$ cat config.mk
export PLATFORM = sky130hd
export DESIGN_NAME = k10_uart_dbg_bridge
export DESIGN_NICKNAME = d
export VERILOG_FILES = /design/src/rtl/k10_dbg_pkg.sv /design/src/rtl/k10_uart_phy.sv /design/src/rtl/k10_uart_dbg_bridge.sv
export SDC_FILE = /design/constraint.sdc
export NUM_CORES = 1
export LEC_CHECK = 0
export ABC_AREA = 1
export CAP_MARGIN = 20
export CELL_PAD_IN_SITES_DETAIL_PLACEMENT = 1
export CELL_PAD_IN_SITES_GLOBAL_PLACEMENT = 2
export CORE_MARGIN = 1.5
export CORE_UTILIZATION = 28
export DETAILED_ROUTE_END_ITERATION = 8
export HOLD_SLACK_MARGIN = 0.08
export PLACE_DENSITY_LB_ADDON = 0.1
export REMOVE_ABC_BUFFERS = 1
export SYNTH_ARGS = -nofsm -noshare
export SYNTH_HDL_FRONTEND = slang
export SYNTH_HIERARCHICAL = 1
export SYNTH_SLANG_ARGS = --single-unit
$ cat constraint.sdc
create_clock -name i_clk -period 2.3 [get_ports i_clk]
set_input_delay 0.575 -clock i_clk [delete_from_list [all_inputs] [get_ports i_clk]]
set_output_delay 0.575 -clock i_clk [all_outputs]
set_load 0.05 [all_outputs]
$ cat src/rtl/k10_dbg_pkg.sv
// Shared constants and state encoding for the UART-to-AXI-Lite debug bridge.
package k10_dbg_pkg;

    localparam logic [7:0] CMD_WR   = 8'h57;
    localparam logic [7:0] CMD_RD   = 8'h52;
    localparam logic [5:0] RSP_BASE = 6'b101000;

    // IDLE wait cmd | ADDR collect 4 addr bytes | DATA collect 4 data bytes
    // AXI_WR/AXI_RD bus transaction in flight | RESP stream reply bytes
    typedef enum logic [2:0] {
        IDLE,
        ADDR,
        DATA,
        AXI_WR,
        AXI_RD,
        RESP
    } dbg_state_e;

    function automatic logic [7:0] rsp_status(input logic [1:0] resp);
        return {RSP_BASE, resp};
    endfunction

endpackage

$ cat src/rtl/k10_uart_phy.sv
// 8N1 UART byte engines: oversampling-free RX (mid-bit sampling) and gapless TX.
module k10_uart_phy #(
    parameter int unsigned BAUD_DIV = 434
) (
    input  logic       i_clk,
    input  logic       i_rst_n,
    input  logic       i_uart_rx,
    output logic       o_uart_tx,
    input  logic [7:0] i_byte,
    input  logic       i_valid,
    output logic       o_ready,
    output logic [7:0] o_byte,
    output logic       o_valid,
    output logic       o_frame_err
);

    localparam int unsigned   CW      = $clog2(BAUD_DIV);
    localparam logic [CW-1:0] DIV_M1  = CW'(BAUD_DIV - 1);
    localparam logic [CW-1:0] HALF_M1 = CW'((BAUD_DIV >> 1) - 1);

    localparam logic [2:0] RX_IDLE  = 3'd0;
    localparam logic [2:0] RX_START = 3'd1;
    localparam logic [2:0] RX_DATA  = 3'd2;
    localparam logic [2:0] RX_STOP  = 3'd3;
    localparam logic [2:0] RX_BREAK = 3'd4;

    logic          r_rx_meta;
    logic          r_rx_sync;
    logic [2:0]    r_rx_state;
    logic [CW-1:0] r_rx_cnt;
    logic [2:0]    r_rx_bit;
    logic [7:0]    r_rx_sh;
    logic          w_rx_tick;

    logic [9:0]    r_tx_sh;
    logic [CW-1:0] r_tx_cnt;
    logic [3:0]    r_tx_bits;
    logic          r_tx_busy;
    logic          w_tx_last;

    assign w_rx_tick = (r_rx_cnt == '0);

    always_ff @(posedge i_clk or negedge i_rst_n) begin
        if (!i_rst_n) begin
            r_rx_meta  <= 1'b1;
            r_rx_sync  <= 1'b1;
            r_rx_state <= RX_IDLE;
            r_rx_cnt   <= '0;
            r_rx_bit   <= '0;
            r_rx_sh    <= '0;
        end else begin
            r_rx_meta <= i_uart_rx;
            r_rx_sync <= r_rx_meta;
            case (r_rx_state)
                RX_IDLE: begin
                    if (!r_rx_sync) begin
                        r_rx_cnt   <= HALF_M1;
                        r_rx_state <= RX_START;
                    end
                end
                RX_START: begin
                    if (w_rx_tick) begin
                        if (!r_rx_sync) begin
                            r_rx_cnt   <= DIV_M1;
                            r_rx_bit   <= '0;
                            r_rx_state <= RX_DATA;
                        end else begin
                            r_rx_state <= RX_IDLE;
                        end
                    end else begin
                        r_rx_cnt <= r_rx_cnt - CW'(1);
                    end
                end
                RX_DATA: begin
                    if (w_rx_tick) begin
                        r_rx_sh  <= {r_rx_sync, r_rx_sh[7:1]};
                        r_rx_cnt <= DIV_M1;
                        if (r_rx_bit == 3'd7) r_rx_state <= RX_STOP;
                        else                  r_rx_bit   <= r_rx_bit + 3'd1;
                    end else begin
                        r_rx_cnt <= r_rx_cnt - CW'(1);
                    end
                end
                RX_STOP: begin
                    if (w_rx_tick) r_rx_state <= r_rx_sync ? RX_IDLE : RX_BREAK;
                    else           r_rx_cnt   <= r_rx_cnt - CW'(1);
                end
                // A low stop bit may be a line break; re-arm only once the line is idle again.
                RX_BREAK: begin
                    if (r_rx_sync) r_rx_state <= RX_IDLE;
                end
                default: r_rx_state <= RX_IDLE;
            endcase
        end
    end

    assign o_byte      = r_rx_sh;
    assign o_valid     = (r_rx_state == RX_STOP) && w_rx_tick && r_rx_sync;
    assign o_frame_err = (r_rx_state == RX_STOP) && w_rx_tick && !r_rx_sync;

    // Accepting in the final stop-bit cycle lets the next start bit follow with no gap.
    assign w_tx_last = r_tx_busy && (r_tx_cnt == '0) && (r_tx_bits == 4'd1);
    assign o_ready   = !r_tx_busy || w_tx_last;

    always_ff @(posedge i_clk or negedge i_rst_n) begin
        if (!i_rst_n) begin
            r_tx_sh   <= '1;
            r_tx_cnt  <= '0;
            r_tx_bits <= '0;
            r_tx_busy <= 1'b0;
        end else if (i_valid && o_ready) begin
            r_tx_sh   <= {1'b1, i_byte, 1'b0};
            r_tx_cnt  <= DIV_M1;
            r_tx_bits <= 4'd10;
            r_tx_busy <= 1'b1;
        end else if (r_tx_busy) begin
            if (r_tx_cnt == '0) begin
                if (r_tx_bits == 4'd1) begin
                    r_tx_busy <= 1'b0;
                    r_tx_sh   <= '1;
                end else begin
                    r_tx_sh   <= {1'b1, r_tx_sh[9:1]};
                    r_tx_bits <= r_tx_bits - 4'd1;
                    r_tx_cnt  <= DIV_M1;
                end
            end else begin
                r_tx_cnt <= r_tx_cnt - CW'(1);
            end
        end
    end

    assign o_uart_tx = r_tx_sh[0];

endmodule

$ cat src/rtl/k10_uart_dbg_bridge.sv
// UART debug bridge: parses byte frames from a host and issues single AXI4-Lite
// reads/writes as a bus master, returning status and read data over UART.
module k10_uart_dbg_bridge
    import k10_dbg_pkg::*;
#(
    parameter int unsigned CLK_FREQ_HZ = 50_000_000,
    parameter int unsigned BAUD        = 115200,
    parameter int unsigned TIMEOUT_CYC = 1_000_000
) (
    input  logic        i_clk,
    input  logic        i_rst_n,
    input  logic        i_uart_rx,
    output logic        o_uart_tx,
    output logic [31:0] m_axi_awaddr,
    output logic [2:0]  m_axi_awprot,
    output logic        m_axi_awvalid,
    input  logic        m_axi_awready,
    output logic [31:0] m_axi_wdata,
    output logic [3:0]  m_axi_wstrb,
    output logic        m_axi_wvalid,
    input  logic        m_axi_wready,
    input  logic [1:0]  m_axi_bresp,
    input  logic        m_axi_bvalid,
    output logic        m_axi_bready,
    output logic [31:0] m_axi_araddr,
    output logic [2:0]  m_axi_arprot,
    output logic        m_axi_arvalid,
    input  logic        m_axi_arready,
    input  logic [31:0] m_axi_rdata,
    input  logic [1:0]  m_axi_rresp,
    input  logic        m_axi_rvalid,
    output logic        m_axi_rready,
    output logic        o_busy
);

    localparam int unsigned   BAUD_DIV = CLK_FREQ_HZ / BAUD;
    localparam int unsigned   TW       = $clog2(TIMEOUT_CYC + 1);
    localparam logic [TW-1:0] TO_LOAD  = TW'(TIMEOUT_CYC - 1);

    logic [7:0] w_rx_byte;
    logic       w_rx_valid;
    logic       w_rx_err;
    logic [7:0] w_tx_byte;
    logic       w_tx_valid;
    logic       w_tx_ready;
    logic       w_aw_done;
    logic       w_w_done;

    dbg_state_e    r_state;
    logic          r_is_wr;
    logic [1:0]    r_byte_cnt;
    logic [23:0]   r_sh;
    logic [31:2]   r_addr;
    logic [31:0]   r_data;
    logic [1:0]    r_resp;
    logic [2:0]    r_rsp_idx;
    logic [2:0]    r_rsp_last;
    logic [TW-1:0] r_to_cnt;
    logic          r_awvalid;
    logic          r_wvalid;
    logic          r_bready;
    logic          r_arvalid;
    logic          r_rready;

    k10_uart_phy #(
        .BAUD_DIV (BAUD_DIV)
    ) u_phy (
        .i_clk       (i_clk),
        .i_rst_n     (i_rst_n),
        .i_uart_rx   (i_uart_rx),
        .o_uart_tx   (o_uart_tx),
        .i_byte      (w_tx_byte),
        .i_valid     (w_tx_valid),
        .o_ready     (w_tx_ready),
        .o_byte      (w_rx_byte),
        .o_valid     (w_rx_valid),
        .o_frame_err (w_rx_err)
    );

    assign w_tx_valid = (r_state == RESP);

    always_comb begin
        w_tx_byte = rsp_status(r_resp);
        case (r_rsp_idx)
            3'd1:    w_tx_byte = r_data[7:0];
            3'd2:    w_tx_byte = r_data[15:8];
            3'd3:    w_tx_byte = r_data[23:16];
            3'd4:    w_tx_byte = r_data[31:24];
            default: w_tx_byte = rsp_status(r_resp);
        endcase
    end

    assign w_aw_done = !r_awvalid || m_axi_awready;
    assign w_w_done  = !r_wvalid  || m_axi_wready;

    always_ff @(posedge i_clk or negedge i_rst_n) begin
        if (!i_rst_n) begin
            r_state    <= IDLE;
            r_is_wr    <= 1'b0;
            r_byte_cnt <= '0;
            r_sh       <= '0;
            r_addr     <= '0;
            r_data     <= '0;
            r_resp     <= '0;
            r_rsp_idx  <= '0;
            r_rsp_last <= '0;
            r_to_cnt   <= '0;
            r_awvalid  <= 1'b0;
            r_wvalid   <= 1'b0;
            r_bready   <= 1'b0;
            r_arvalid  <= 1'b0;
            r_rready   <= 1'b0;
        end else begin
            case (r_state)
                IDLE: begin
                    r_to_cnt   <= TO_LOAD;
                    r_byte_cnt <= '0;
                    if (w_rx_valid && (w_rx_byte == CMD_WR || w_rx_byte == CMD_RD)) begin
                        r_is_wr <= (w_rx_byte == CMD_WR);
                        r_state <= ADDR;
                    end
                end
                ADDR, DATA: begin
                    if (w_rx_err) begin
                        r_state <= IDLE;
                    end else if (w_rx_valid) begin
                        r_to_cnt   <= TO_LOAD;
                        r_byte_cnt <= r_byte_cnt + 2'd1;
                        r_sh       <= {w_rx_byte, r_sh[23:8]};
                        if (r_byte_cnt == 2'd3) begin
                            if (r_state == DATA) begin
                                r_data    <= {w_rx_byte, r_sh};
                                r_awvalid <= 1'b1;
                                r_wvalid  <= 1'b1;
                                r_state   <= AXI_WR;
                            end else begin
                                r_addr <= {w_rx_byte, r_sh[23:2]};
                                if (r_is_wr) begin
                                    r_state <= DATA;
                                end else begin
                                    r_arvalid <= 1'b1;
                                    r_state   <= AXI_RD;
                                end
                            end
                        end
                    end else if (r_to_cnt == '0) begin
                        r_state <= IDLE;
                    end else begin
                        r_to_cnt <= r_to_cnt - TW'(1);
                    end
                end
                AXI_WR: begin
                    if (r_awvalid && m_axi_awready) r_awvalid <= 1'b0;
                    if (r_wvalid && m_axi_wready)   r_wvalid  <= 1'b0;
                    if (!r_bready && w_aw_done && w_w_done) r_bready <= 1'b1;
                    if (r_bready && m_axi_bvalid) begin
                        r_bready   <= 1'b0;
                        r_resp     <= m_axi_bresp;
                        r_rsp_idx  <= '0;
                        r_rsp_last <= 3'd0;
                        r_state    <= RESP;
                    end
                end
                AXI_RD: begin
                    if (r_arvalid && m_axi_arready) begin
                        r_arvalid <= 1'b0;
                        r_rready  <= 1'b1;
                    end
                    if (r_rready && m_axi_rvalid) begin
                        r_rready   <= 1'b0;
                        r_resp     <= m_axi_rresp;
                        r_data     <= m_axi_rdata;
                        r_rsp_idx  <= '0;
                        r_rsp_last <= 3'd4;
                        r_state    <= RESP;
                    end
                end
                RESP: begin
                    if (w_tx_ready) begin
                        if (r_rsp_idx == r_rsp_last) r_state   <= IDLE;
                        else                         r_rsp_idx <= r_rsp_idx + 3'd1;
                    end
                end
                default: r_state <= IDLE;
            endcase
        end
    end

    assign m_axi_awaddr  = {r_addr, 2'b00};
    assign m_axi_awprot  = 3'b000;
    assign m_axi_awvalid = r_awvalid;
    assign m_axi_wdata   = r_data;
    assign m_axi_wstrb   = 4'hF;
    assign m_axi_wvalid  = r_wvalid;
    assign m_axi_bready  = r_bready;
    assign m_axi_araddr  = {r_addr, 2'b00};
    assign m_axi_arprot  = 3'b000;
    assign m_axi_arvalid = r_arvalid;
    assign m_axi_rready  = r_rready;
    assign o_busy        = (r_state != IDLE);

endmodule

# Yosys cells after proc, flatten, opt, wreduce, memory -nomap -nowiden
# Cells that the tools add are included.
# op_classes
bitwise_logic	2
addsub	7
muxes	91
n_eq_ne	49
n_reduce_logical	62
# op_table
operator	n
two-way mux 32 bit	5
two-way mux 9 bit	10
two-way mux 3 bit	27
one-hot mux 32 bit (2 select lines)	1
two-way mux 20 bit	3
!= test 2 bit, second input constant	20
one-hot mux 20 bit (2 select lines)	1
one-hot mux 9 bit (4 select lines)	1
one-hot mux 8 bit (4 select lines)	1
two-way mux 10 bit	3
one-hot mux 3 bit (5 select lines)	2
AND reduction 6 bit	4
zero test 20 bit	1
two-way mux 1 bit	20
subtractor 20 x 1 -> 20 bit, second input constant	1
equality test 3 x 2 -> 1 bit, second input constant	6
zero test 9 bit	2
nonzero test 2 bit	9
subtractor 9 x 1 -> 9 bit, second input constant	2
equality test 8 x 7 -> 1 bit, second input constant	2
two-way mux 4 bit	4
equality test 3 bit, second input constant	5
AND reduction 3 bit	5
AND reduction 5 bit	3
26 further kinds	73
# word_totals
reg_bits	174

# Longest topological paths before layout
# Gate-level depths: netlist of the first run.
# logic_depth
depth_word	7
depth_mapped	17
depth_no_buf	17

# Modules after synthesis
# The synthesis of the first run kept the hierarchy.
# by_module_without_submodules
module	seq_area_each_um2	cells_each	n_inst	area_per_inst_um2
k10_uart_dbg_bridge	3078.0	821	1	6582.6
k10_uart_phy	1214.9	344	1	2771.4

# Least setup slack after synthesis of the first run
# Ideal clock, no wire load.
# synth_path
kind	reg-to-reg
start	reg u_phy.r_rx_cnt[0]
end	reg r_addr[10] (netlist name)
t_arrival_ns	2.333
setup_time_ns	0.128
n_path_buf	1
required_time_ns	2.172
stages_incl_launch_ff	13
slack_ns	-0.161
cell_sequence	dfrtp_1 inv_1 ha_1 nand2_1 nor2_4 nand3_4 nor2_4 inv_2 nor2_1 nand2_1 nor3_4 buf_4 mux2_1
# synth_between
elab_cells_between_ends	6
# synth_rtl
element	line	text
start: declaration	k10_uart_phy.sv:30	logic [CW-1:0] r_rx_cnt;
start signal: assignment	k10_uart_phy.sv:71	r_rx_cnt <= r_rx_cnt - CW'(1);
start signal: assignment	k10_uart_phy.sv:81	r_rx_cnt <= r_rx_cnt - CW'(1);
start signal: assignment	k10_uart_phy.sv:86	else r_rx_cnt <= r_rx_cnt - CW'(1);
zero test 9 bit	k10_uart_phy.sv:41	assign w_rx_tick = (r_rx_cnt == '0);
logical AND 1 bit (2 in a row)	k10_uart_phy.sv:98	assign o_valid = (r_rx_state == RX_STOP) && w_rx_tick && r_rx_sync;
net w_rx_valid	k10_uart_dbg_bridge.sv:41	logic w_rx_valid;
AND reduction 5 bit (no source line)	n/a	
end signal: assignment	k10_uart_dbg_bridge.sv:137	r_addr <= {w_rx_byte, r_sh[23:2]};
end: declaration	k10_uart_dbg_bridge.sv:53	logic [31:2] r_addr;
# The timed path passes the listed nets, and every way through them passes these cells.
# A chain may end at the register's enable or synchronous reset.

# Worst setup path after layout of the first run
# layout_path
start	reg r_data[9], in the netlist m_axi_wdata[9]
end	out m_axi_wdata[9]
# layout_rtl
element	line	text
start: declaration	k10_uart_dbg_bridge.sv:54	logic [31:0] r_data;
start signal: assignment	k10_uart_dbg_bridge.sv:132	r_data <= {w_rx_byte, r_sh};
start signal: assignment	k10_uart_dbg_bridge.sv:172	r_data <= m_axi_rdata;
end: declaration	k10_uart_dbg_bridge.sv:18	output logic [31:0] m_axi_wdata,
# No word-level cell between the ends.

==> results.toml, run 1 <==
[sta]
timing.fmax_ghz = 0.443
relSlewSlack_pct = 57.7
fin_crit_ns = 2.26
skew_ns = 0.0127
fin_crit_sh_pct = 98.1
hold_viol = 0
worstMarginPinSlew_ns = 0.635
rsz0062_at_grt = "yes"
slew_violations = 0
setup_viol = 0
hold_slack_ns = 0.0964
layout_setup_ws_ns = 0.0443

[final_layout]
fin_area_sq_um = 12100
drive_above_1_share_pct = 15.1
insertedDiodeCount = 0
fillerInstances = 3944
ff_latch_area_sq_um = 4290
final_util_pct = 37.1
nets = 1383
area_delta_synth_final_pct = 29.6
multiInputGateArea_sq_um = 4190

[setup_path]
arrival_ns = 1.68
cp.required_ns = 1.73
critPathTopFamily = "buffers and inverters"
path_max_fanout = 3
critPathLaunchType = "flop"
setup.worst_path.end_class = "primary output"
cp_num_buf_inv = 1
critPathKind = "flop to primary output"
cp_slowest_cell = "clkdlybuf4s50_1"
critPathMaxStageDelay_ns = 0.83
path_cells = "clkdlybuf4s50_1"

[outcome]
status = "complete, no violations"

[flow_run]
max-cap-violations = 0

[clock_tree]
htreeDepth = 4
clock_latency_ns = 0.44
clk_pin_slew_ns = 0.07
cts_tree = "built"
clockBufferDepth = 2
cts_buffers = 17
cts_hold_buf = 0
cts_sinks = 171
root_buffer = "clkbuf_16"

[synthesis]
yosysUniqueCellTypes = 51
async_reset_ff_share_pct = 100
synth_top_cell_by_area = "dfrtp_1"
ys_ff_latch = 171
synth.most_common_cell = "nand2_1"
syn_area_per_cell_sq_um = 8.03
yosys_warnings = 6
synthFlopType = "dfrtp_1"
post_synth_main_area_contributors = "dfrtp_1 43%, nand2_1 14%, nor2_1 4.8%, buf_4 4.3%, inv_1 3.8%"
synth_area_sq_um = 9350
synth-edff-count = 0
yosysTopAreaCellShare_pct = 42.8
synthCells = 1165
yosysSeqAreaShare_pct = 45.9
synth.top_cells.by_count = "348 x nand2_1, 160 x dfrtp_1, 120 x nor2_1"

[routing]
ant_nets = 0
drtIter0Drc = 329
routed_wl_um = 29900
drc = 0
routed_via_density = 4.56
dr.pass1.iters = 4
vias = 8115
wl_per_cell_um = 16.8

[floorplan]
start_util_pct = 28.6
ios = 157
coreArea_sq_um = 32700
die_h_um = 186
die_area_sq_um = 34500
die_w_um = 186
num_rows = 66

[power_and_ir_drop]
ir_drop_mv = 0.481
intPower_mw = 4.89
power.share.sequential_pct = 47.6
p_comb_share_pct = 3.5
p_leak_nw = 5.82
pwr-share-clk_pct = 48.9
swShare_pct = 22.7
p_switching_mw = 1.44
powerDensity_nw_per_um2 = 522

[place]
place_ws_ns = -0.0889
gp_congestion = 0.783
dpl-instance-area_sq_um = 11300
dp_hpwl_um = 22400
io_buffers = 142

[global_route]
grt_pass1_vias = 8481
grtUsageTotal_pct = 18.2
grt_max_degree = 53
grt-ovfl-total = 0
grt_pass1_wl_um = 48100
antenna_found_initial = 0

[hold_path]
worstHoldPathType = "input port to asynchronous set/reset pin"
[sequential cells by signal, summed over array words and instances (netlist names), 2 cells and up]
| register | count |
|---|---|
| u_phy/r_rx_bit | 3 |
| r_addr | 30 |
| u_phy/r_tx_cnt | 9 |
| u_phy/r_rx_state | 3 |
| r_to_cnt | 20 |
| r_sh | 24 |
| u_phy/o_byte | 8 |
| m_axi_wdata | 32 |
| r_rsp_idx | 3 |
| r_state | 3 |
| u_phy/r_rx_cnt | 9 |
| u_phy/r_tx_bits | 4 |
| u_phy/r_tx_sh | 9 |
| r_resp | 2 |
| r_byte_cnt | 2 |
[path summary, 6_finish.rpt]
kind | startpoint | to | cells after the start | slack [ns]
worst max-delay path | m_axi_wdata[9] | m_axi_wdata[9] | 1 | 0.04
worst min-delay path | i_rst_n | m_axi_wdata[5] | 1 | 0.1
worst max register to register | u_phy/r_rx_cnt[0] | r_state[0] | 18 | 0.09
worst min register to register | u_phy/r_rx_meta | u_phy/r_rx_sync | 0 | 0.37
max in group asynchronous | i_rst_n | u_phy/r_rx_meta | 2 | 1.50
min in group i_clk | u_phy/r_rx_meta | u_phy/r_rx_sync | 0 | 0.37
[metrics by stage]
stage | total power, mW | cells | TNS, ns
after global placement | 3.30 | 1737 | -0.373
after floorplan | 3.13 | 1098 | -31.58
final | 6.33 | 1780 | 0
after CTS | 6.44 | 1770 | 0
after detailed placement | 3.30 | 1737 | -2.42
after global routing | 6.56 | 1780 | -1.50
[power groups by stage]
stage / registers (mW) / logic (mW) / clock network, mW
2_1_floorplan: 3.07 / 0.0558 / 0
3_3_place_gp: 3.07 / 0.229 / 0
3_5_place_dp: 3.07 / 0.228 / 0
4_1_cts: 3.01 / 0.229 / 3.20
5_1_grt: 3.01 / 0.242 / 3.30
6_report: 3.01 / 0.221 / 3.10
[worst reg2reg max path: stages (launching register included)]
cell	delay, ns
dfrtp_1	0.39
inv_2	0.08
ha_4	0.15
nand2_4	0.06
nor2_4	0.14
nand3_4	0.10
nor2_4	0.10
inv_2	0.05
nor2_4	0.10
buf_6	0.12
nand2_2	0.04
nor3_2	0.15
nand3_1	0.11
nand2_1	0.11
nand2_2	0.07
nor2_4	0.14
nand2_2	0.08
nand2_1	0.07
nand2_1	0.05
[timing repair]
| item | 4_1_cts | 5_1_grt |
|---|---|---|
| endpoints found under the setup margin | 84 | 94 |
| buffers inserted | 1 | 9 |
| pin swaps | 2 | 6 |
| cloned | 0 | 1 |
| gates resized for setup | 11 | 20 |
| hold endpoints to repair | 0 | 0 |
[layout make-up]
class	instances	share of cell area [%]
inverters	109	3.43
clock inverters	10	1.16
clock buffers	22	3.91
flip-flops and latches	171	35.4
well taps	442	4.56
repair buffers	208	17.0
multi-input cells	818	34.5
[layout by cell type (no fill, tap or decap), types with 11 or more instances in the layout]
cell and n:
o21ai_0 32, a21oi_1 27, clkbuf_16 18, inv_2 14, o21ai_1 35, dfrtp_1 160
nor2_1 117, clkdlybuf4s50_1 130, buf_4 55, o211ai_1 16, nand2_1 342, inv_1 92
dfstp_2 11, nand4_1 17, conb_1 14, a31oi_1 17, or2_2 15, nand3_1 62
ha_1 13
[logic make-up after synthesis]
logic type | after synthesis | share of synthesized area [%]
buffers and inverters | 188 | 10.5
adders and majority gates | 14 | 1.87
AOI/OAI and AO/OA | 160 | 10.5
DFF | 171 | 45.9
and+or+nand+nor | 608 | 28.8
xor gates and xnor gates | 8 | 0.749
muxes | 14 | 1.69
other | 2 | 0.0803
[metal layers]
| layer | global-route usage (%) | routed length, um |
|---|---|---|
| met5 | 0 | 0 |
| met4 | 4.16 | 267 |
| met3 | 2.21 | 800 |
| met2 | 31.4 | 14600 |
| met1 | 24.1 | 14200 |
Power figures use the tool's default switching activity.
==> run 2: changes to the inputs <==
--- a/config.mk
+++ b/config.mk
@@ -6,7 +6,6 @@
 export NUM_CORES = 1
 export LEC_CHECK = 0
 export ABC_AREA = 1
-export CAP_MARGIN = 20
 export CELL_PAD_IN_SITES_DETAIL_PLACEMENT = 1
 export CELL_PAD_IN_SITES_GLOBAL_PLACEMENT = 2
 export CORE_MARGIN = 1.5
==> results of run 2 <==
Final layout, timing and power as in run 1 (identical DEF).
